$ cat src/rtl/spi_slave_rx.sv
// Mode-0 SPI slave receiver: rebuilds a DATA_W-bit count from an LSB-then-MSB
// two-byte frame, range-checks it, and echoes the first byte on MISO during the second.
module spi_slave_rx #(
    parameter int unsigned DATA_W      = 14,
    parameter int unsigned MAX_VALUE   = 9999,
    parameter int unsigned SYNC_STAGES = 2
) (
    input  logic              clk,
    input  logic              rst_n,
    input  logic              SCLK,
    input  logic              MOSI,
    input  logic              SS_n,
    output logic              MISO,
    output logic [DATA_W-1:0] data_out,
    output logic              data_valid,
    output logic              frame_err,
    output logic              busy
);

    localparam int unsigned MSB_W = DATA_W - 8;
    localparam logic [DATA_W-1:0] MAX_V = DATA_W'(MAX_VALUE);

    typedef enum logic [1:0] {
        IDLE     = 2'd0,
        RX_LSB   = 2'd1,
        RX_MSB   = 2'd2,
        WAIT_END = 2'd3
    } state_e;

    logic [SYNC_STAGES-1:0] sclk_sync_q, mosi_sync_q, ss_sync_q;
    logic                   sclk_prev_q;
    logic                   sclk_s, mosi_s, ss_s, ss_next;
    logic                   rise, fall;

    state_e              state_q, state_d;
    logic [2:0]          bit_cnt_q, bit_cnt_d;
    logic [7:0]          rx_q, rx_d;
    logic [7:0]          lsb_q, lsb_d;
    logic [7:0]          tx_q, tx_d;
    logic                extra_q, extra_d;
    logic [DATA_W-1:0]   data_q, data_d;
    logic                valid_q, valid_d;
    logic                err_q, err_d;
    logic                busy_q, busy_d;
    logic                miso_q, miso_d;

    logic [7:0]          rx_shift;
    logic [DATA_W-1:0]   value;
    logic                value_ok;

    // Input synchronizers; SS_n chain resets to the deselected level
    always_ff @(posedge clk or negedge rst_n) begin
        if (!rst_n) begin
            sclk_sync_q <= '0;
            mosi_sync_q <= '0;
            ss_sync_q   <= '1;
            sclk_prev_q <= 1'b0;
        end else begin
            sclk_sync_q <= {sclk_sync_q[SYNC_STAGES-2:0], SCLK};
            mosi_sync_q <= {mosi_sync_q[SYNC_STAGES-2:0], MOSI};
            ss_sync_q   <= {ss_sync_q[SYNC_STAGES-2:0], SS_n};
            sclk_prev_q <= sclk_s;
        end
    end

    assign sclk_s  = sclk_sync_q[SYNC_STAGES-1];
    assign mosi_s  = mosi_sync_q[SYNC_STAGES-1];
    assign ss_s    = ss_sync_q[SYNC_STAGES-1];
    assign ss_next = ss_sync_q[SYNC_STAGES-2];
    assign rise    = sclk_s & ~sclk_prev_q;
    assign fall    = ~sclk_s & sclk_prev_q;

    assign rx_shift = {rx_q[6:0], mosi_s};
    assign value    = {rx_shift[MSB_W-1:0], lsb_q};
    assign value_ok = ((rx_shift >> MSB_W) == 8'd0) && (value <= MAX_V);

    always_ff @(posedge clk or negedge rst_n) begin
        if (!rst_n) begin
            state_q   <= IDLE;
            bit_cnt_q <= 3'd0;
            rx_q      <= 8'h00;
            lsb_q     <= 8'h00;
            tx_q      <= 8'h00;
            extra_q   <= 1'b0;
            data_q    <= '0;
            valid_q   <= 1'b0;
            err_q     <= 1'b0;
            busy_q    <= 1'b0;
            miso_q    <= 1'b0;
        end else begin
            state_q   <= state_d;
            bit_cnt_q <= bit_cnt_d;
            rx_q      <= rx_d;
            lsb_q     <= lsb_d;
            tx_q      <= tx_d;
            extra_q   <= extra_d;
            data_q    <= data_d;
            valid_q   <= valid_d;
            err_q     <= err_d;
            busy_q    <= busy_d;
            miso_q    <= miso_d;
        end
    end

    always_comb begin
        state_d   = state_q;
        bit_cnt_d = bit_cnt_q;
        rx_d      = rx_q;
        lsb_d     = lsb_q;
        tx_d      = tx_q;
        extra_d   = extra_q;
        data_d    = data_q;
        valid_d   = 1'b0;
        err_d     = 1'b0;

        unique case (state_q)
            IDLE: begin
                extra_d = 1'b0;
                if (!ss_s) begin
                    state_d   = RX_LSB;
                    bit_cnt_d = 3'd0;
                    tx_d      = 8'h00;
                end
            end
            RX_LSB: begin
                if (ss_s) begin
                    err_d   = (bit_cnt_q != 3'd0);
                    state_d = IDLE;
                end else if (rise) begin
                    rx_d = rx_shift;
                    if (bit_cnt_q == 3'd7) begin
                        lsb_d     = rx_shift;
                        tx_d      = rx_shift;
                        bit_cnt_d = 3'd0;
                        state_d   = RX_MSB;
                    end else begin
                        bit_cnt_d = bit_cnt_q + 3'd1;
                    end
                end else if (fall) begin
                    tx_d = {tx_q[6:0], 1'b0};
                end
            end
            RX_MSB: begin
                if (ss_s) begin
                    err_d   = 1'b1;
                    state_d = IDLE;
                end else if (rise) begin
                    rx_d = rx_shift;
                    if (bit_cnt_q == 3'd7) begin
                        bit_cnt_d = 3'd0;
                        state_d   = WAIT_END;
                        if (value_ok) begin
                            data_d  = value;
                            valid_d = 1'b1;
                        end else begin
                            err_d = 1'b1;
                        end
                    end else begin
                        bit_cnt_d = bit_cnt_q + 3'd1;
                    end
                // The fall right after the load keeps echo bit 7 on MISO for the first rise
                end else if (fall && (bit_cnt_q != 3'd0)) begin
                    tx_d = {tx_q[6:0], 1'b0};
                end
            end
            WAIT_END: begin
                if (ss_s) begin
                    err_d   = extra_q;
                    extra_d = 1'b0;
                    state_d = IDLE;
                end else if (rise) begin
                    extra_d = 1'b1;
                end
            end
            default: state_d = IDLE;
        endcase

        busy_d = (state_d != IDLE);
        miso_d = ss_next ? 1'b0 : tx_d[7];
    end

    assign MISO       = miso_q;
    assign data_out   = data_q;
    assign data_valid = valid_q;
    assign frame_err  = err_q;
    assign busy       = busy_q;

endmodule

$ cat config.mk
export PLATFORM = sky130hd
export DESIGN_NAME = spi_slave_rx
export DESIGN_NICKNAME = d
export VERILOG_FILES = /design/src/rtl/spi_slave_rx.sv
export SDC_FILE = /design/constraint.sdc
export NUM_CORES = 1
export LEC_CHECK = 0
export CORE_ASPECT_RATIO = 0.9
export CORE_UTILIZATION = 57
export DETAILED_ROUTE_END_ITERATION = 10
export HOLD_SLACK_MARGIN = 0.12
export PLACE_DENSITY = 0.76
export SLEW_MARGIN = 20
export SYNTH_ARGS = -nofsm -noshare
export SYNTH_HDL_FRONTEND = slang
export SYNTH_SLANG_ARGS = --single-unit
$ cat constraint.sdc
create_clock -name clk -period 2.6 [get_ports clk]
set_input_delay 0.52 -clock clk [delete_from_list [all_inputs] [get_ports clk]]
set_output_delay 0.52 -clock clk [all_outputs]
set_load 0.05 [all_outputs]
==> impl_metrics.prom <==
# TYPE chip_impl_metric gauge
chip_impl_metric{name="grt_util_all_layers",unit="%"} 23.5
chip_impl_metric{name="clk_path_buf_depth",unit=""} 2
chip_impl_metric{name="antenna_violations_before_repair",unit=""} 0
chip_impl_metric{name="antenna_cells",unit=""} 0
chip_impl_metric{name="place_congestion",unit=""} 0.962
chip_impl_metric{name="top_level_ports",unit=""} 23
chip_impl_metric{name="syn_avg_cell_area",unit="µm²"} 12.4
chip_impl_metric{name="power_density",unit="nW/µm²"} 708
chip_impl_metric{name="power.static_leakage",unit="nW"} 1.32
chip_impl_metric{name="dr_total_vias",unit=""} 1700
chip_impl_metric{name="floorplan.initialDensity",unit="%"} 61.1
chip_impl_metric{name="route.detailed.drc",unit=""} 0
chip_impl_metric{name="placeableCoreArea",unit="µm²"} 4210
chip_impl_metric{name="syn-cell-area",unit="µm²"} 2570
chip_impl_metric{name="setup_tns",unit="ns"} 0
chip_impl_metric{name="cts-buffers-inserted",unit=""} 5
chip_impl_metric{name="cts.clk_slew.worst_paths",unit="ns"} 0.10
chip_impl_metric{name="clock_skew",unit="ns"} 0.0148
chip_impl_metric{name="grt_pass1_vias",unit=""} 1731
chip_impl_info{name="status",value="finished clean"} 1
chip_impl_metric{name="overflow",unit=""} 0
chip_impl_info{name="commonest_non_fill_non_tap_cells_in_the_layout",value="52 x sky130_fd_sc_hd__dfrtp_1, 21 x sky130_fd_sc_hd__clkdlybuf4s50_1, 20 x sky130_fd_sc_hd__mux2_2"} 1
chip_impl_info{name="cell_type_with_the_largest_total_area_after_synthesis",value="sky130_fd_sc_hd__dfrtp_1"} 1
chip_impl_info{name="crit_type",value="reg2reg"} 1
chip_impl_metric{name="pre_cts_ws",unit="ns"} 0.282
chip_impl_metric{name="slew_headroom",unit="%"} 59.4
chip_impl_info{name="leading_cell_type_in_the_layout_fill_and_taps_excluded",value="sky130_fd_sc_hd__dfrtp_1"} 1
chip_impl_metric{name="core.rowCount",unit=""} 22
chip_impl_metric{name="synth-edff-count",unit=""} 0
chip_impl_metric{name="area_delta_synth_final",unit="%"} 13.7
chip_impl_metric{name="postSynth.asyncResetShare",unit="%"} 100
chip_impl_metric{name="synth_top_area_share",unit="%"} 50.6
chip_impl_metric{name="mappedNetlistNets",unit=""} 222
chip_impl_metric{name="netlist_instances",unit=""} 208
chip_impl_metric{name="io_buffer_count",unit=""} 22
chip_impl_metric{name="post_drt_wl_per_cell",unit="µm"} 16.4
chip_impl_info{name="worstReg2RegEnd",value="data_out[3]$_DFFE_PN0P_"} 1
chip_impl_info{name="timing.critical_path.to_type",value="flip-flop"} 1
chip_impl_metric{name="hold_viol",unit=""} 0
chip_impl_info{name="setup_repair_after_global_routing_missed_its_margin",value="false"} 1
chip_impl_metric{name="post_route_cells_drive_above_1_share",unit="%"} 22.6
chip_impl_metric{name="setup_slack",unit="ns"} 0.265
chip_impl_metric{name="dp_hpwl",unit="µm"} 3600
chip_impl_metric{name="worst_slew_pin_slew",unit="ns"} 0.594
chip_impl_metric{name="ys_seq_elements",unit=""} 54
chip_impl_metric{name="setup_viol",unit=""} 0
chip_impl_metric{name="combPwrFrac",unit="%"} 27.9
chip_impl_metric{name="seqPwrFrac",unit="%"} 49.5
chip_impl_metric{name="net-switching-power",unit="µW"} 740
chip_impl_metric{name="final.min_clock_period",unit="ns"} 2.34
chip_impl_metric{name="reg2reg_setup_slack",unit="ns"} 0.26
chip_impl_metric{name="detailedRoute.firstPassIterationCount",unit=""} 4
chip_impl_metric{name="clock_power_share",unit="%"} 22.6
chip_impl_metric{name="drv_cap",unit=""} 0
chip_impl_metric{name="cellInternalPower",unit="mW"} 1.33
chip_impl_metric{name="netlist-cell-type-count",unit=""} 48
chip_impl_metric{name="worstPathArrival",unit="ns"} 2.53
chip_impl_info{name="start_kind",value="flip-flop"} 1
chip_impl_metric{name="first_pass_grt_wire_length",unit="µm"} 8360
chip_impl_metric{name="post_cts_resized",unit=""} 0
chip_impl_metric{name="htree_num_levels",unit=""} 2
chip_impl_metric{name="vdd_drop_max",unit="V"} 0.000495
chip_impl_info{name="tritoncts",value="done"} 1
chip_impl_metric{name="postLayoutCoreUtil",unit="%"} 69.5
chip_impl_metric{name="p_sw_share",unit="%"} 35.7
chip_impl_metric{name="finalHoldWorstSlack",unit="ns"} 0.117
chip_impl_metric{name="detail_route.vias_per_cell",unit=""} 5.78
chip_impl_metric{name="timing.critical_path.fanout_max",unit=""} 15
chip_impl_info{name="synth_top_cells_by_area",value="sky130_fd_sc_hd__dfrtp_1 51%, sky130_fd_sc_hd__mux2_2 8.8%, sky130_fd_sc_hd__ha_1 4.4%"} 1
chip_impl_metric{name="fillers",unit=""} 307
chip_impl_metric{name="synth.yosys.warnings",unit=""} 0
chip_impl_metric{name="pin_count_of_the_biggest_net_entering_global_routing",unit=""} 22
chip_impl_metric{name="final_nets",unit=""} 247
chip_impl_metric{name="dieHeight",unit="µm"} 65.7
chip_impl_metric{name="timing.fmax",unit="MHz"} 428
chip_impl_info{name="hold_path_class",value="in2async"} 1
chip_impl_metric{name="cp.required",unit="ns"} 2.80
chip_impl_info{name="clk_root_buffer_cell",value="sky130_fd_sc_hd__clkbuf_8"} 1
chip_impl_info{name="reg2reg_from",value="bit_cnt_q[0]$_DFFE_PN0P_"} 1
chip_impl_metric{name="seq_area_frac_synth",unit="%"} 52.6
chip_impl_metric{name="chipWidth",unit="µm"} 72.8
chip_impl_metric{name="total_power",unit="mW"} 2.07
chip_impl_info{name="main_synth_ff_type",value="sky130_fd_sc_hd__dfrtp_1"} 1
chip_impl_metric{name="rr_worst_depth",unit=""} 6
chip_impl_metric{name="slew_viol_final",unit=""} 0
chip_impl_metric{name="insertion_delay",unit="ns"} 0.31
chip_impl_metric{name="detail_route.iter0.violations",unit=""} 118
chip_impl_metric{name="floorplan.die_area",unit="µm²"} 4790
chip_impl_metric{name="wirelength",unit="µm"} 4830
chip_impl_metric{name="antenna_left",unit=""} 0
chip_impl_metric{name="postCtsHoldBufs",unit=""} 0
chip_impl_metric{name="cts_post_setup_buffers_inserted",unit=""} 0
chip_impl_metric{name="clock_sinks",unit=""} 54
chip_impl_metric{name="final.period_utilization",unit="%"} 89.8
==> area by class of cell <==
class	instances	area (µm²)	share of cell area, %
timing repair buffer	26	245	8.38
clock buffer	5	68.8	2.35
tap	60	75.1	2.57
clock inverter	3	23.8	0.813
inverter	11	41.3	1.41
sequential	54	1350	46.3
multi-input combinational	135	1120	38.2
==> state kept, by name (all words and copies together), names as in the netlist <==
| signal | cells |
|---|---|
| bit_cnt_q | 3 |
| frame_err | 1 |
| rx_q | 7 |
| data_out | 14 |
| sclk_prev_q | 1 |
| busy | 1 |
| tx_q | 8 |
| lsb_q | 8 |
| state_q | 2 |
| mosi_sync_q | 2 |
| extra_q | 1 |
| MISO | 1 |
| ss_sync_q | 2 |
| data_valid | 1 |
| sclk_sync_q | 2 |
==> per-layer routing <==
layer,global-route usage (%),up-vias,wire length (µm)
met5,0,-,0
met4,8.09,0,70
met3,4.60,9,152
met2,36.3,30,2260
met1,33.0,858,2340
li1,-,803,-
==> cell families (layout without fill, tap and decap cells) <==
kind of cell	Yosys count	in the layout	share of synthesized area (%)
adder cells (fa/ha/maj)	9	9	4.38
multiplexers	27	27	12.7
buffers and inverters	19	45	3.99
flip-flops	54	54	52.6
AND/OR/NAND/NOR	53	53	11.9
AO/OA/AOI/OAI	46	46	14.5
==> synthesized netlist by cell type, drive strengths merged, types with 2 or more instances <==
cell and instances:
mux2 27, o22ai 2, a22o 6, nand2b 2, buf 6, inv 11
o211ai 5, dfrtp 52, nor2 8, ha 9, nor3 2, nor4 3
or3 2, nand2 14, a2111oi 3, clkbuf 2, a21oi 2, o21ai 17
nor2b 4, nand3 10, dfstp 2, a311oi 2
==> stage by stage <==
| step | std cells | instance area (µm²) |
|---|---|---|
| after floorplan | 208 | 2570 |
| after global placement | 286 | 2830 |
| after detailed placement | 286 | 2830 |
| after CTS | 294 | 2930 |
| after global routing | 294 | 2930 |
| final | 294 | 2930 |
==> worst max-delay path, cell delays in order, from the launching register on <==
cell and delay (ns):
sky130_fd_sc_hd__dfrtp_1 0.40, sky130_fd_sc_hd__ha_1 0.16, sky130_fd_sc_hd__ha_1 0.34, sky130_fd_sc_hd__nand2_2 0.16, sky130_fd_sc_hd__nor3b_4 0.24, sky130_fd_sc_hd__a21boi_4 0.51
sky130_fd_sc_hd__mux2_2 0.40
==> worst max-delay path by stage <==
stage	endpoint	cells past startpoint	start	slack, ns
2_1_floorplan	data_out[10]$_DFFE_PN0P_	8	bit_cnt_q[0]$_DFFE_PN0P_	0.65
3_3_place_gp	data_out[0]$_DFFE_PN0P_	6	bit_cnt_q[0]$_DFFE_PN0P_	0.36
3_5_place_dp	data_out[0]$_DFFE_PN0P_	6	bit_cnt_q[0]$_DFFE_PN0P_	0.28
4_1_cts	data_out[3]$_DFFE_PN0P_	6	bit_cnt_q[0]$_DFFE_PN0P_	0.27
5_1_grt	data_out[3]$_DFFE_PN0P_	6	bit_cnt_q[0]$_DFFE_PN0P_	0.09
6_report	data_out[3]$_DFFE_PN0P_	6	bit_cnt_q[0]$_DFFE_PN0P_	0.26
==> power groups by stage <==
stage	Combinational (mW)	Clock (mW)	Sequential (mW)
6_report	0.578	0.469	1.03
3_3_place_gp	0.538	0	1.03
5_1_grt	0.634	0.510	1.04
4_1_cts	0.575	0.475	1.02
3_5_place_dp	0.571	0	1.04
2_1_floorplan	0.402	0	1.04
(Power assumes the default switching activity.)
